**config.mk**
```make
export PLATFORM = sky130hd
export DESIGN_NAME = ssp_tx_serializer
export DESIGN_NICKNAME = d
export VERILOG_FILES = /design/src/rtl/ssp_tx_serializer.sv
export SDC_FILE = /design/constraint.sdc
export NUM_CORES = 1
export LEC_CHECK = 0
export ABC_AREA = 1
export BUFFER_PORTS_ARGS = -buffer_cell sky130_fd_sc_hd__clkbuf_2
export CAP_MARGIN = 15
export CORE_MARGIN = 10
export CORE_UTILIZATION = 40
export DETAILED_ROUTE_END_ITERATION = 10
export PLACE_DENSITY_LB_ADDON = 0.2
export SETUP_SLACK_MARGIN = 0.02
export SLEW_MARGIN = 15
export SYNTH_ARGS = -nofsm -noshare
export SYNTH_HDL_FRONTEND = slang
export SYNTH_SLANG_ARGS = --single-unit
```
**constraint.sdc**
```tcl
create_clock -name PCLK -period 2.5 [get_ports PCLK]
set_input_delay 0.375 -clock PCLK [delete_from_list [all_inputs] [get_ports PCLK]]
set_output_delay 0.375 -clock PCLK [all_outputs]
set_load 0.005 [all_outputs]
```
**src/rtl/ssp_tx_serializer.sv**
```systemverilog
// SSP transmit serializer: pops words from the TX FIFO and shifts them out MSB-first
// in TI-style frames (one-bit-period frame pulse, then DATA_W bits on SSPCLKOUT).
module ssp_tx_serializer #(
    parameter int DATA_W  = 8,
    parameter int CLK_DIV = 2
) (
    input  logic              PCLK,
    input  logic              CLEAR_B,
    input  logic [DATA_W-1:0] TxDATA,
    input  logic              TX_EMPTY,
    output logic              SENT,
    output logic              SSPCLKOUT,
    output logic              SSPFSSOUT,
    output logic              SSPTXD,
    output logic              SSPOE_B,
    output logic              TX_BUSY
);

    localparam int DIV_W = $clog2(2 * CLK_DIV);
    localparam int BIT_W = (DATA_W > 1) ? $clog2(DATA_W) : 1;

    localparam logic [DIV_W-1:0] DIV_LAST = DIV_W'(2 * CLK_DIV - 1);
    localparam logic [DIV_W-1:0] DIV_HALF = DIV_W'(CLK_DIV);
    localparam logic [BIT_W-1:0] BIT_LAST = BIT_W'(DATA_W - 1);

    typedef enum logic [1:0] {
        S_IDLE,
        S_LOAD,
        S_FRAME,
        S_SHIFT
    } state_t;

    state_t             r_state;
    logic [DIV_W-1:0]   r_div;
    logic [BIT_W-1:0]   r_bit;
    logic [DATA_W-1:0]  r_shift;

    logic               r_sent;
    logic               r_sclk;
    logic               r_fss;
    logic               r_txd;
    logic               r_oe_b;
    logic               r_busy;

    state_t             w_state_nxt;
    logic [DIV_W-1:0]   w_div_nxt;
    logic [BIT_W-1:0]   w_bit_nxt;
    logic [DATA_W-1:0]  w_shift_nxt;
    logic               w_div_last;
    logic               w_bit_last;
    logic               w_on_wire;
    logic               w_chained;

    assign w_div_last = (r_div == DIV_LAST);
    assign w_bit_last = (r_bit == BIT_LAST);

    always_comb begin
        // NOTE: every variable gets a default first so no path through the case infers a latch.
        w_state_nxt = r_state;
        w_div_nxt   = r_div;
        w_bit_nxt   = r_bit;
        w_shift_nxt = r_shift;

        case (r_state)
            S_IDLE: begin
                w_div_nxt = '0;
                w_bit_nxt = '0;
                if (!TX_EMPTY) begin
                    w_state_nxt = S_LOAD;
                end
            end
            S_LOAD: begin
                w_div_nxt   = '0;
                w_bit_nxt   = '0;
                w_shift_nxt = TxDATA;
                w_state_nxt = S_FRAME;
            end
            S_FRAME: begin
                if (w_div_last) begin
                    w_div_nxt   = '0;
                    w_state_nxt = S_SHIFT;
                end else begin
                    w_div_nxt = r_div + 1'b1;
                end
            end
            S_SHIFT: begin
                if (w_div_last) begin
                    w_div_nxt   = '0;
                    w_shift_nxt = r_shift << 1;
                    if (w_bit_last) begin
                        w_bit_nxt   = '0;
                        w_state_nxt = TX_EMPTY ? S_IDLE : S_LOAD;
                    end else begin
                        w_bit_nxt = r_bit + 1'b1;
                    end
                end else begin
                    w_div_nxt = r_div + 1'b1;
                end
            end
            default: begin
                w_state_nxt = S_IDLE;
            end
        endcase
    end

    // A back-to-back LOAD keeps the pad driven so the line never floats between words.
    assign w_on_wire = (w_state_nxt == S_FRAME) || (w_state_nxt == S_SHIFT);
    assign w_chained = (w_state_nxt == S_LOAD) && (r_state == S_SHIFT);

    always_ff @(posedge PCLK) begin
        if (!CLEAR_B) begin
            r_state <= S_IDLE;
            r_div   <= '0;
            r_bit   <= '0;
            r_shift <= '0;
            r_sent  <= 1'b0;
            r_sclk  <= 1'b0;
            r_fss   <= 1'b0;
            r_txd   <= 1'b0;
            r_oe_b  <= 1'b1;
            r_busy  <= 1'b0;
        end else begin
            // NOTE: non-blocking assignments so every register samples pre-edge values.
            r_state <= w_state_nxt;
            r_div   <= w_div_nxt;
            r_bit   <= w_bit_nxt;
            r_shift <= w_shift_nxt;
            r_sent  <= (w_state_nxt == S_LOAD);
            r_sclk  <= w_on_wire && (w_div_nxt >= DIV_HALF);
            r_fss   <= (w_state_nxt == S_FRAME);
            r_txd   <= (w_state_nxt == S_SHIFT) && w_shift_nxt[DATA_W-1];
            r_oe_b  <= !(w_on_wire || w_chained);
            r_busy  <= (w_state_nxt != S_IDLE);
        end
    end

    assign SENT      = r_sent;
    assign SSPCLKOUT = r_sclk;
    assign SSPFSSOUT = r_fss;
    assign SSPTXD    = r_txd;
    assign SSPOE_B   = r_oe_b;
    assign TX_BUSY   = r_busy;

endmodule

```
=== Yosys cells after proc, flatten, opt, wreduce, memory -nomap -nowiden ===
Cells that the tools add are included.

* $add $sub $neg: 2
* Multipliers: 0
* Divide/modulo/power cells: 0
* Order comparisons: 1
* Equality and inequality tests: 9
* Shifts and indexed selects: 0
* Mux-type cells: 13
* Bitwise gates (word level): 0
* Reductions and logical operators: 14

{| class="wikitable"
|+ Operators with widths
! operator !! number
|-
| $pmux W8 S2 || 1
|-
| $eq A2 B2 Y1 const B || 5
|-
| $mux W2 || 5
|-
| $mux W8 || 1
|-
| $pmux W2 S4 || 1
|-
| $mux W3 || 2
|-
| $pmux W3 S2 || 1
|-
| $reduce_bool A2 Y1 || 3
|-
| $eq A2 B1 Y1 const B || 2
|-
| $pmux W2 S2 || 1
|-
| $reduce_and A2 Y1 || 2
|-
| $reduce_or A2 Y1 || 2
|-
| $add A3 B1 Y3 const B || 1
|-
| $eq A3 B3 Y1 const B || 1
|-
| $logic_and A1 B1 Y1 || 3
|-
| $add A2 B1 Y2 const B || 1
|-
| $ge A2 B2 Y1 const B || 1
|-
| $logic_not A2 Y1 || 1
|-
| $logic_or A1 B1 Y1 || 2
|-
| $ne A2 B2 Y1 const B || 1
|-
| $logic_not A1 Y1 || 1
|-
| $mux W1 || 1
|}

* Register bits after elaboration: 21
* Bits in latches: 0
* Memory bits (writable): 0
* Memory bits (read-only): 0
* Bits of input ports: 11
* Output and inout port bits: 6
* Word-level logic and storage cells: 50
* Memories: 0

=== Logic depth before layout (Yosys ltp) ===
* Word-level depth: 8
* Depth in mapped cells: 9
* Depth with buffers taken out: 8

=== Worst setup path after synthesis ===
OpenSTA, ideal clock, no wires.

* Path kind: register to register
* From: reg r_bit[0]
* To: reg r_oe_b, in the netlist SSPOE_B
* Arrival: 1,120 ps
* Data required time: 2,391 ps
* Setup slack: 1,271 ps
* Stages on the path, launching flop included: 9
* Path buffers: 0
* Clock period less this slack: 1,229 ps
* Cell sequence: dfxtp_1 > ha_1 > ha_1 > inv_1 > nor2_1 > nor2_1 > nand2_1 > nand2_1 > inv_1

* Longest elaborated chain between the ends: 8

{| class="wikitable"
|+ Ends and longest elaborated chain
! element !! line !! source
|-
| start: declaration || 35 || <nowiki>logic [BIT_W-1:0] r_bit;</nowiki>
|-
| start signal: assignment || 126 || <nowiki>r_bit <= w_bit_nxt;</nowiki>
|-
| $eq A3 B3 Y1 (*) || 55 || <nowiki>assign w_bit_last = (r_bit == BIT_LAST);</nowiki>
|-
| $mux W2 (*) || 90 || <nowiki>if (w_bit_last) begin</nowiki>
|-
| $mux W2 (*) || 87 || <nowiki>if (w_div_last) begin</nowiki>
|-
| $pmux W2 S4 (*) || 64 || <nowiki>case (r_state)</nowiki>
|-
| $eq A2 B2 Y1 / $eq A2 B1 Y1 (equally long branches) || 107, 108 ||
|-
| $logic_or A1 B1 Y1 / $logic_and A1 B1 Y1 (equally long branches) || 107, 108 ||
|-
| $logic_or A1 B1 Y1 (*) || 132 || <nowiki>r_oe_b <= !(w_on_wire || w_chained);</nowiki>
|-
| $logic_not A1 Y1 (*) || 132 ||
|-
| end signal: assignment || 132 ||
|-
| end: declaration || 42 || <nowiki>logic r_oe_b;</nowiki>
|}

Mark *: on every way between the ends. The rest lies on a longest branch, timed or not.
A chain may end at the register's enable or synchronous reset.

=== Worst setup path after layout ===
* From: reg r_div[0]
* To: reg r_shift[2]

* Longest elaborated chain between the ends: 3

{| class="wikitable"
|+ Ends and longest elaborated chain
! element !! line !! source
|-
| start: declaration || 34 || <nowiki>logic [DIV_W-1:0] r_div;</nowiki>
|-
| start signal: assignment || 125 || <nowiki>r_div <= w_div_nxt;</nowiki>
|-
| $eq A2 B2 Y1 || 54 || <nowiki>assign w_div_last = (r_div == DIV_LAST);</nowiki>
|-
| $ne A2 B2 Y1 (no line) || - ||
|-
| $reduce_and A2 Y1 (no line) || - ||
|-
| end signal: assignment || 127 || <nowiki>r_shift <= w_shift_nxt;</nowiki>
|-
| end: declaration || 36 || <nowiki>logic [DATA_W-1:0] r_shift;</nowiki>
|}

Every way passes these cells.

==> metrics <==
outcome complete, no violations; global placement routability congestion 0.829; setup_tns 0 ns; clock sinks 21; ys async rst share 0%; vias in the first global route 769; most numerous cell in the Yosys netlist nand2_1; CTS tree built; power consumption 0.663 mW; warnings from Yosys 0; Final period util 62.0%; syn_area_per_cell 6.92 µm²; CP Depth 6; unrepaired setup endpoints after global routing no; IO buf count 16; Critical path destination r_shift[2]$_SDFFE_PN0P_; area post-placement 1000 µm²; Top delay family on crit path compound AO/OA/AOI/OAI gates; area growth from synthesis to layout 12.9%; Hold Startpoint TxDATA[0]; Worst Path Buf+Inv 2; Final #Nets 163; Die X 67.8 µm; number of setup buffers added after CTS 0; launch point of the worst path r_div[0]$_SDFF_PN0_; Worst Path Required 2.70 ns; Worst Setup End Kind register; # diodes 0; Post-CTS Hold Fix Bufs 0; Cell Area, Synth 913 µm²; Die Span Y 67.8 µm; Clock Path Buffers 2; Worst Hold Class input pin to register; most frequent cells after synthesis nand2_1, nor2_1, dfxtp_1, inv_1; Critical R2R Launch r_div[0]$_SDFF_PN0_; Synthesized Nets 146; first-pass GRT wire length 3.29 mm; Main synth FF type dfxtp_1; Syn Inst Count 132; total number of vias 808; drt pass-1 iters 4; crit path kind register to register; Synth top area share 46.0%; Starting Density 41.7%; count of final setup violators 0; Core ar. 2190 µm²; cell breakdown of the critical path ha_1 > inv_2 > a21oi_2 > inv_1 > nor2_1 > nor2_1; Netlist cell types 18; crit path max-delay cell type a21oi_2; Yosys reg bits 21; worst r2r dst r_shift[2]$_SDFFE_PN0P_; CTS clk-pin slew, worst paths 0.11 ns; DRC 0; Total Wirelength 1.88 mm; worst vdd ir 432 µV; final hold vios 0; Clk Latency, worst-skew pair 0.30 ns; Clock Root Buffer clkbuf_4; Seq/Total Area, Yosys 46.0%; Slew HR 72.6%; largest area contributor in the netlist dfxtp_1; clk_skew 0.00253 ns; synth top area cells dfxtp_1, nand2_1, nor2_1; Detail Route Antenna Nets 0; initial antenna violation count 0; DR iter-0 viols 37; H-tree depth 1; f_max 646 MHz; reg-to-reg setup timing slack 0.95 ns; Slew Limit Fails 0; LEAKAGE 0.507 nW; Crit path arrival time 1.75 ns; post_cts resized 0; post-detail-place hpwl 1.50 mm; layout cells sized above 1 17.6%; PwrDens 643 nW/µm²; Final Critical Period 1.55 ns; Num CTS Buffers 3; Max Cap Viol 0; Worst path most repeated cell nor2_1; Crit path largest cell delay 0.37 ns; WL per Instance 10.7 µm; Critical Path Source Type register; post-route cell area 1030 µm²; DR vias/cell 4.59; die area 4590 µm²; I/O Pins 17; Worst Path Max Fanout 11; largest net degree at the start of global routing 12; Worst Reg-to-Reg Cells 6; Total GRT Usage 9.12%; measured slew at the worst slew-check pin 0.410 ns; Rows 17; GRT overflow 0; count of flip-flops with a built-in enable after synthesis 0
## through the flow
| step | instances | setup WS, ns | hold slack [ns] | utilization, % |
|---|---|---|---|---|
| after floorplan | 132 | 1.27 | 0.405 | - |
| after global placement | 172 | 1.03 | 0.414 | 45.9 |
| after detailed placement | 172 | 0.952 | 0.431 | 45.9 |
| after CTS | 176 | 0.946 | 0.291 | 47.1 |
| after global routing | 176 | 0.751 | 0.285 | 47.1 |
| final | 176 | 0.951 | 0.298 | 47.1 |
## state kept, by name, summed over array words and instances, names as in the netlist
signal     cells
SENT           1
r_div          2
SSPCLKOUT      1
SSPOE_B        1
r_shift        8
TX_BUSY        1
SSPFSSOUT      1
r_bit          3
r_state        2
SSPTXD         1
## worst min-delay path by stage
stage	end	slack [ns]	cells after the start
final	r_shift[0]$_SDFFE_PN0P_	0.30	3
after global routing	r_shift[0]$_SDFFE_PN0P_	0.29	3
after CTS	r_shift[0]$_SDFFE_PN0P_	0.29	3
after detailed placement	r_div[0]$_SDFF_PN0_	0.43	1
after global placement	r_div[0]$_SDFF_PN0_	0.41	1
after floorplan	r_div[0]$_SDFF_PN0_	0.41	1
## power by group
group | total (mW) | internal [mW] | leakage, nW | switching, mW
Clock | 0.158 | 0.0621 | 0.0150 | 0.0962
Sequential | 0.389 | 0.368 | 0.172 | 0.0217
Combinational | 0.115 | 0.0432 | 0.320 | 0.0718
## cells by family (layout without fill, tap and decap cells)
logic type / after synthesis / count (layout) / share of synthesized area (%)
and+or+nand+nor: 75 / 75 / 33.0
buffers and inverters: 19 / 35 / 8.77
AOI/OAI and AO/OA: 14 / 14 / 8.08
DFF: 21 / 21 / 46.0
adders and majority gates: 3 / 3 / 4.11
## routing by layer
metal  vias up  routed length (µm)  global-route usage (%)
met5         -                   0                       0
met4         0                  14                    2.26
met3         2                 154                    3.97
met2        20                 867                    15.4
met1       350                 840                    10.4
li1        436                   -                       -
## tightest hold or removal path, stage by stage
cell      delay, ns
clkbuf_2       0.08
nand2_1        0.05
a21oi_1        0.05
## layout by cell type (no fill, tap or decap)
| cell | n |
|---|---|
| nor3_1 | 2 |
| inv_2 | 3 |
| nand3_1 | 5 |
| nor2_1 | 25 |
| nand2_2 | 1 |
| nor2_2 | 1 |
| clkbuf_4 | 3 |
| a21oi_2 | 1 |
| ha_1 | 3 |
| inv_1 | 12 |
| dfxtp_1 | 21 |
| o21ai_1 | 1 |
| nand3_2 | 1 |
| nand2_1 | 40 |
| a21oi_1 | 6 |
| clkbuf_2 | 16 |
| clkbuf_1 | 1 |
| o21ai_0 | 6 |
## final cells by class
class                      instances  area (µm²)
sequential                        21         420
clock buffer                       4        26.3
inverter                          15        56.3
fill                             238        1160
timing repair buffer              16        80.1
multi-input combinational         92         413
tap                               28        35.0
(Power assumes the default switching activity.)
